**config.mk**
```make
export PLATFORM = sky130hd
export DESIGN_NAME = cache_fill_fsm
export DESIGN_NICKNAME = d
export VERILOG_FILES = /design/src/rtl/cache_pkg.sv /design/src/rtl/cache_fill_counter.sv /design/src/rtl/cache_fill_fsm.sv
export SDC_FILE = /design/constraint.sdc
export NUM_CORES = 1
export LEC_CHECK = 0
export ABC_AREA = 1
export BUFFER_PORTS_ARGS = -buffer_cell sky130_fd_sc_hd__buf_4
export CAP_MARGIN = 10
export CORE_MARGIN = 2
export CORE_UTILIZATION = 37
export DETAILED_ROUTE_END_ITERATION = 10
export PLACE_DENSITY = 0.82
export SYNTH_ARGS = -nofsm -noshare
export SYNTH_HDL_FRONTEND = slang
export SYNTH_HIERARCHICAL = 1
export SYNTH_SLANG_ARGS = --single-unit
```
**constraint.sdc**
```tcl
create_clock -name clk -period 1.4 [get_ports clk]
set_input_delay 0.14 -clock clk [delete_from_list [all_inputs] [get_ports clk]]
set_output_delay 0.14 -clock clk [all_outputs]
set_load 0.02 [all_outputs]
```
**src/rtl/cache_pkg.sv**
```systemverilog
// Shared types and constants for the cache miss-fill engine.
package cache_pkg;

    typedef enum logic {
        IDLE = 1'b0,
        FILL = 1'b1
    } fill_state_e;

    localparam int unsigned BLK_BYTES     = 16;
    localparam int unsigned WORDS_PER_BLK = 8;
    localparam int unsigned OFF_W         = 3;
    localparam logic [15:0] BLK_MASK      = 16'hFFF0;

endpackage

```
**src/rtl/cache_fill_counter.sv**
```systemverilog
// Word counter for a block fill: sync reset and clear, enable, and a done
// flag once LIMIT words have been counted. The counter is one bit wider than
// the word index so the done state is distinguishable from index 0.
module fill_counter #(
    parameter int unsigned LIMIT = 8,
    parameter int unsigned IDX_W = 3
) (
    input  logic             clk,
    input  logic             rst,
    input  logic             clr_i,
    input  logic             en_i,
    output logic [IDX_W-1:0] idx_o,
    output logic             done_o
);

    localparam int unsigned CW = IDX_W + 1;

    logic [CW-1:0] cnt_q;
    logic [CW-1:0] cnt_d;

    // Clear has priority over counting.
    always_comb begin
        cnt_d = cnt_q;
        if (clr_i) begin
            cnt_d = '0;
        end else if (en_i) begin
            cnt_d = cnt_q + CW'(1);
        end
    end

    // Counter register.
    always_ff @(posedge clk) begin
        if (rst) begin
            cnt_q <= '0;
        end else begin
            cnt_q <= cnt_d;
        end
    end

    assign idx_o  = cnt_q[IDX_W-1:0];
    assign done_o = (cnt_q == CW'(LIMIT));

endmodule

```
**src/rtl/cache_fill_fsm.sv**
```systemverilog
// Cache miss-fill engine: on a miss, requests every word of the aligned block
// from main memory (one request per cycle), streams returned words into the
// data array in request order, and writes the tag with the last word.
// Optional build macro: CACHE_CRITICAL_WORD_FIRST_EN (wrap-around fill order
// starting at the missed word, plus a crit_ready port).
module cache_fill_fsm
    import cache_pkg::*;
#(
    parameter int unsigned ADDR_W        = 16,
    parameter int unsigned DATA_W        = 16,
    parameter int unsigned WORDS_PER_BLK = cache_pkg::WORDS_PER_BLK,
    parameter int unsigned OFF_W         = cache_pkg::OFF_W
) (
    input  logic              clk,
    input  logic              rst,
    input  logic              miss_detected,
    input  logic [ADDR_W-1:0] miss_address,
    input  logic [DATA_W-1:0] memory_data,
    input  logic              memory_data_valid,
    output logic              fsm_busy,
    output logic              mem_req,
    output logic [ADDR_W-1:0] memory_address,
    output logic              write_data_array,
    output logic              write_tag_array,
    output logic [OFF_W-1:0]  word_index,
    output logic [DATA_W-1:0] data_out,
    output logic [ADDR_W-1:0] fill_base
`ifdef CACHE_CRITICAL_WORD_FIRST_EN
    ,
    output logic              crit_ready
`endif
);

    localparam int unsigned BLK_SIZE = WORDS_PER_BLK * (DATA_W / 8);
    localparam logic [ADDR_W-1:0] ALIGN_MASK =
        (ADDR_W == 16 && BLK_SIZE == BLK_BYTES) ? ADDR_W'(BLK_MASK)
                                                : ~ADDR_W'(BLK_SIZE - 1);

    fill_state_e       state_q;
    fill_state_e       state_d;
    logic [ADDR_W-1:0] fill_base_q;
    logic [ADDR_W-1:0] fill_base_d;
    logic              start;

    logic [OFF_W-1:0]  issue_idx;
    logic [OFF_W-1:0]  recv_idx;
    logic              issue_done;
    logic              recv_done;
    logic              issue_en;
    logic              recv_en;
    logic              last_word;
    logic [OFF_W-1:0]  issue_word;
    logic [OFF_W-1:0]  recv_word;

    fill_counter #(
        .LIMIT (WORDS_PER_BLK),
        .IDX_W (OFF_W)
    ) u_issue_cnt (
        .clk    (clk),
        .rst    (rst),
        .clr_i  (start),
        .en_i   (issue_en),
        .idx_o  (issue_idx),
        .done_o (issue_done)
    );

    fill_counter #(
        .LIMIT (WORDS_PER_BLK),
        .IDX_W (OFF_W)
    ) u_recv_cnt (
        .clk    (clk),
        .rst    (rst),
        .clr_i  (start),
        .en_i   (recv_en),
        .idx_o  (recv_idx),
        .done_o (recv_done)
    );

    assign issue_en  = (state_q == FILL) && !issue_done;
    // recv_done can never be seen in FILL; the guard keeps stray valids harmless.
    assign recv_en   = (state_q == FILL) && memory_data_valid && !recv_done;
    assign last_word = recv_en && (recv_idx == OFF_W'(WORDS_PER_BLK - 1));

`ifdef CACHE_CRITICAL_WORD_FIRST_EN
    logic [OFF_W-1:0] miss_word_q;
    logic [OFF_W-1:0] miss_word_d;

    // Latch the missed word index so the fill order starts there and wraps.
    always_ff @(posedge clk) begin
        if (rst) begin
            miss_word_q <= '0;
        end else begin
            miss_word_q <= miss_word_d;
        end
    end

    assign miss_word_d = start ? miss_address[OFF_W:1] : miss_word_q;
    assign issue_word  = miss_word_q + issue_idx;
    assign recv_word   = miss_word_q + recv_idx;
    assign crit_ready  = recv_en && (recv_idx == '0);
`else
    assign issue_word  = issue_idx;
    assign recv_word   = recv_idx;
`endif

    // State register and latched block base.
    always_ff @(posedge clk) begin
        if (rst) begin
            state_q     <= IDLE;
            fill_base_q <= '0;
        end else begin
            state_q     <= state_d;
            fill_base_q <= fill_base_d;
        end
    end

    // Next-state: a miss in IDLE starts a fill; the last returned word ends it.
    always_comb begin
        state_d     = state_q;
        fill_base_d = fill_base_q;
        start       = 1'b0;
        case (state_q)
            IDLE: begin
                if (miss_detected) begin
                    start       = 1'b1;
                    state_d     = FILL;
                    fill_base_d = miss_address & ALIGN_MASK;
                end
            end
            FILL: begin
                if (last_word) begin
                    state_d = IDLE;
                end
            end
            default: state_d = IDLE;
        endcase
    end

    // Outputs: busy stalls from the miss cycle; requests and writes only in FILL.
    always_comb begin
        fsm_busy         = 1'b0;
        mem_req          = 1'b0;
        write_data_array = 1'b0;
        write_tag_array  = 1'b0;
        case (state_q)
            IDLE: fsm_busy = miss_detected;
            FILL: begin
                fsm_busy         = 1'b1;
                mem_req          = issue_en;
                write_data_array = recv_en;
                write_tag_array  = last_word;
            end
            default: ;
        endcase
        memory_address = fill_base_q + ADDR_W'({issue_word, 1'b0});
        word_index     = recv_word;
        data_out       = memory_data;
        fill_base      = fill_base_q;
    end

endmodule

```
==> flow_metrics.py <==
metrics = {
    "floorplan": {
        "initial_core_util_pct": 38.4,
        "rows": 21,
        "core_area_um2": 3340,
        "chipWidth_um": 62.8,
        "die_area_um2": 3950,
        "ioPinCount": 91,
        "die_y_um": 62.8,
    },
    "critical_path": {
        "worstPathMaxFanout": 3,
        "path_cells": "inv_2 > ha_2 > nand2_1 > nor2_1 > inv_1 > nand3_2 > nor2_4 > buf_6",
        "worst_ep_required_time_ns": 1.26,
        "worstPathArrival_ns": 1.35,
        "ff2ff_setup_slack_ns": 0.06,
        "worstReg2RegStart": "u_recv_cnt/cnt_q[1]",
        "cp-end-kind": "output pin",
        "crit_type": "flip-flop to output pin",
        "cp-start-kind": "flip-flop",
        "cpPeakStageDelay_ns": 0.35,
        "timing.critical_path.buf_inv": 3,
        "reg2reg_to": "u_recv_cnt/cnt_q[3]",
        "cp_slowest_cell": "dfxtp_2",
        "path_delay_family": "flip-flops",
        "reg2reg_depth": 12,
    },
    "yosys": {
        "synthCells": 185,
        "netlist-cell-type-count": 15,
        "syn-mean-instance-area_um2": 6.92,
        "synth.yosys.seq_area_share_pct": 32.8,
        "syn_area_um2": 1280,
        "ys_ff_latch": 21,
        "synth_warnings": 6,
    },
    "sta": {
        "final_max_slew_viol_count": 0,
        "setup_ws_ns": -0.0855,
        "max_freq_mhz": 673,
        "holdWs_ns": 0.134,
        "finalSetupTns_ns": -0.134,
        "finalCritPeriodShare_pct": 106,
        "finalHoldViolations": 0,
        "min_period_ns": 1.49,
        "finClkSkew_ns": 0.00285,
        "setup_violations": 2,
        "rsz0062_at_grt": "true",
    },
    "detailed_routing": {
        "wl_um": 2480,
        "dr_wl_met2_um": 1170,
        "firstDrtPassIters": 4,
        "drtAntennaViolNets": 0,
        "wl_met1_um": 1110,
        "dr.max_layer_used": "met4",
        "via_count": 1060,
        "wl_per_cell_um": 9.70,
        "drt_iter0_markers": 49,
        "drcViolationCount": 0,
        "drt-vias-per-instance": 4.14,
        "wl_met3_um": 182,
    },
    "finish": {
        "fin_cells": 256,
        "antennaDiodeCount": 0,
        "fin_area_um2": 1550,
        "finalNetCount": 251,
        "drive_gt1_share_pct": 38.6,
        "postLayoutCoreUtil_pct": 46.5,
        "area_growth_syn_to_layout_pct": 21.1,
    },
    "min_path": {
        "min_to": "u_recv_cnt/cnt_q[3]",
        "min_path_cells": 4,
        "min-delay-start": "rst",
        "min_path_type": "input port to flip-flop",
    },
    "place": {
        "dpl-instance-area_um2": 1460,
        "dp_cells": 248,
        "dp_hpwl_um": 1860,
        "place_ws_ns": 0.0456,
        "gp_congestion": 0.711,
        "port-buffer-count": 49,
    },
    "cts": {
        "clockBufferDepth": 2,
        "cts_root_buf": "clkbuf_4",
        "path_clk_slew_ns": 0.11,
        "cts_tree": "done",
        "cts_buffers": 3,
        "cts.sinks": 21,
        "clkLatencyLatePin_ns": 0.29,
        "h-tree-depth": 1,
    },
    "power_and_ir_drop": {
        "power.density_nw_per_um2": 861,
        "design_power_total_mw": 1.33,
        "p_leak_nw": 0.814,
        "max-vdd-ir-drop_uv": 302,
    },
    "job": {
        "maxCapViolCount": 0,
    },
    "global_routing": {
        "grt_pass1_vias": 934,
        "antenna_found_initial": 0,
        "track_usage_pct": 12.4,
        "grt_pass1_wl_um": 4010,
        "grt_remaining_overflow": 0,
        "grt_max_degree": 14,
    },
    "run_status": {
        "violations": "negative setup slack",
        "run_status": "complete, but fails checks",
    },
}
==> worst max-delay path by stage <==
stage	start	endpoint	slack [ns]	depth (start not counted)
floorplan	u_issue_cnt/cnt_q[0]	u_issue_cnt/cnt_q[3]	0.03	10
global placement	u_recv_cnt/cnt_q[0]	u_recv_cnt/cnt_q[3]	0.08	12
detailed placement	u_recv_cnt/cnt_q[0]	u_recv_cnt/cnt_q[3]	0.05	12
CTS	u_recv_cnt/cnt_q[0]	write_tag_array	-0.12	8
global route	u_recv_cnt/cnt_q[1]	write_tag_array	-0.19	8
finish	u_recv_cnt/cnt_q[1]	write_tag_array	-0.09	8
==> cells in the mapped netlist <==
cell type  number  area share [%]
a21oi_1         6             2.3
buf_2           2            0.78
buf_4          39              23
buf_6           2             1.8
conb_1          1            0.29
dfxtp_1        21              33
ha_1            4             3.9
inv_1          22             6.5
inv_2           2            0.59
nand2_1        26             7.6
nand3_1        16             6.3
nor2_1         37              11
nor2_2          2            0.98
nor2_4          1            0.88
o21ai_0         4             1.6
==> flip-flops by register name, indices dropped and copies added, names as in the netlist <==
| register | flops |
|---|---|
| state_q | 1 |
| fill_base | 12 |
| u_recv_cnt/cnt_q | 4 |
| u_issue_cnt/cnt_q | 4 |
==> tightest hold or removal path, cell delays in order <==
cell and delay (ns):
buf_4 0.09, nor2_1 0.07, nand2_1 0.07, nor2_1 0.03
==> per-layer routing <==
metal | up-vias | track usage, %
met1 | 458 | 15.3
met3 | 4 | 2.34
met2 | 36 | 21.1
li1 | 562 | -
met4 | 0 | 5.00
met5 | - | 0
==> logic make-up (layout without fill, tap and decap cells) <==
group                      count (synthesis)  in the layout  synth area share (%)
and+or+nand+nor                           82             82                  26.6
buffers and inverters                     67             88                  32.5
DFF                                       21             21                  32.8
AOI/OAI and AO/OA                         10             10                  3.91
adders and majority gates                  4              4                  3.91
other                                      1              5                 0.293
==> layout make-up <==
type	count	area, um^2
sequential	21	425
multi-input combinational	101	489
clock buffer	4	26.3
tap	46	57.6
inverter	24	90.1
timing repair buffer	60	462
fill	361	1790
==> power breakdown <==
group          internal (mW)  switching, mW  total, mW  leakage [nW]
registers              0.634         0.0271      0.661         0.174
clock network          0.111          0.174      0.284        0.0150
logic                  0.171          0.218      0.389         0.624
==> placed cells by master, fill, tap and decap left out <==
| cell type | count |
|---|---|
| a21oi_1 | 6 |
| buf_4 | 57 |
| buf_6 | 3 |
| clkbuf_1 | 1 |
| clkbuf_4 | 3 |
| conb_1 | 5 |
| dfxtp_1 | 17 |
| dfxtp_2 | 4 |
| ha_1 | 2 |
| ha_2 | 2 |
| inv_1 | 20 |
| inv_2 | 4 |
| nand2_1 | 25 |
| nand2_2 | 1 |
| nand3_1 | 15 |
| nand3_2 | 1 |
| nor2_1 | 34 |
| nor2_2 | 3 |
| nor2_4 | 3 |
| o21ai_0 | 1 |
| o21ai_1 | 3 |
==> timing repair <==
item                       4_1_cts  5_1_grt
pin swaps                        3        4
hold buffers                     0        0
resized for setup                8       11
setup buffers                    3        1
setup endpoints to repair        3        8
Power figures use the tool's default switching activity.
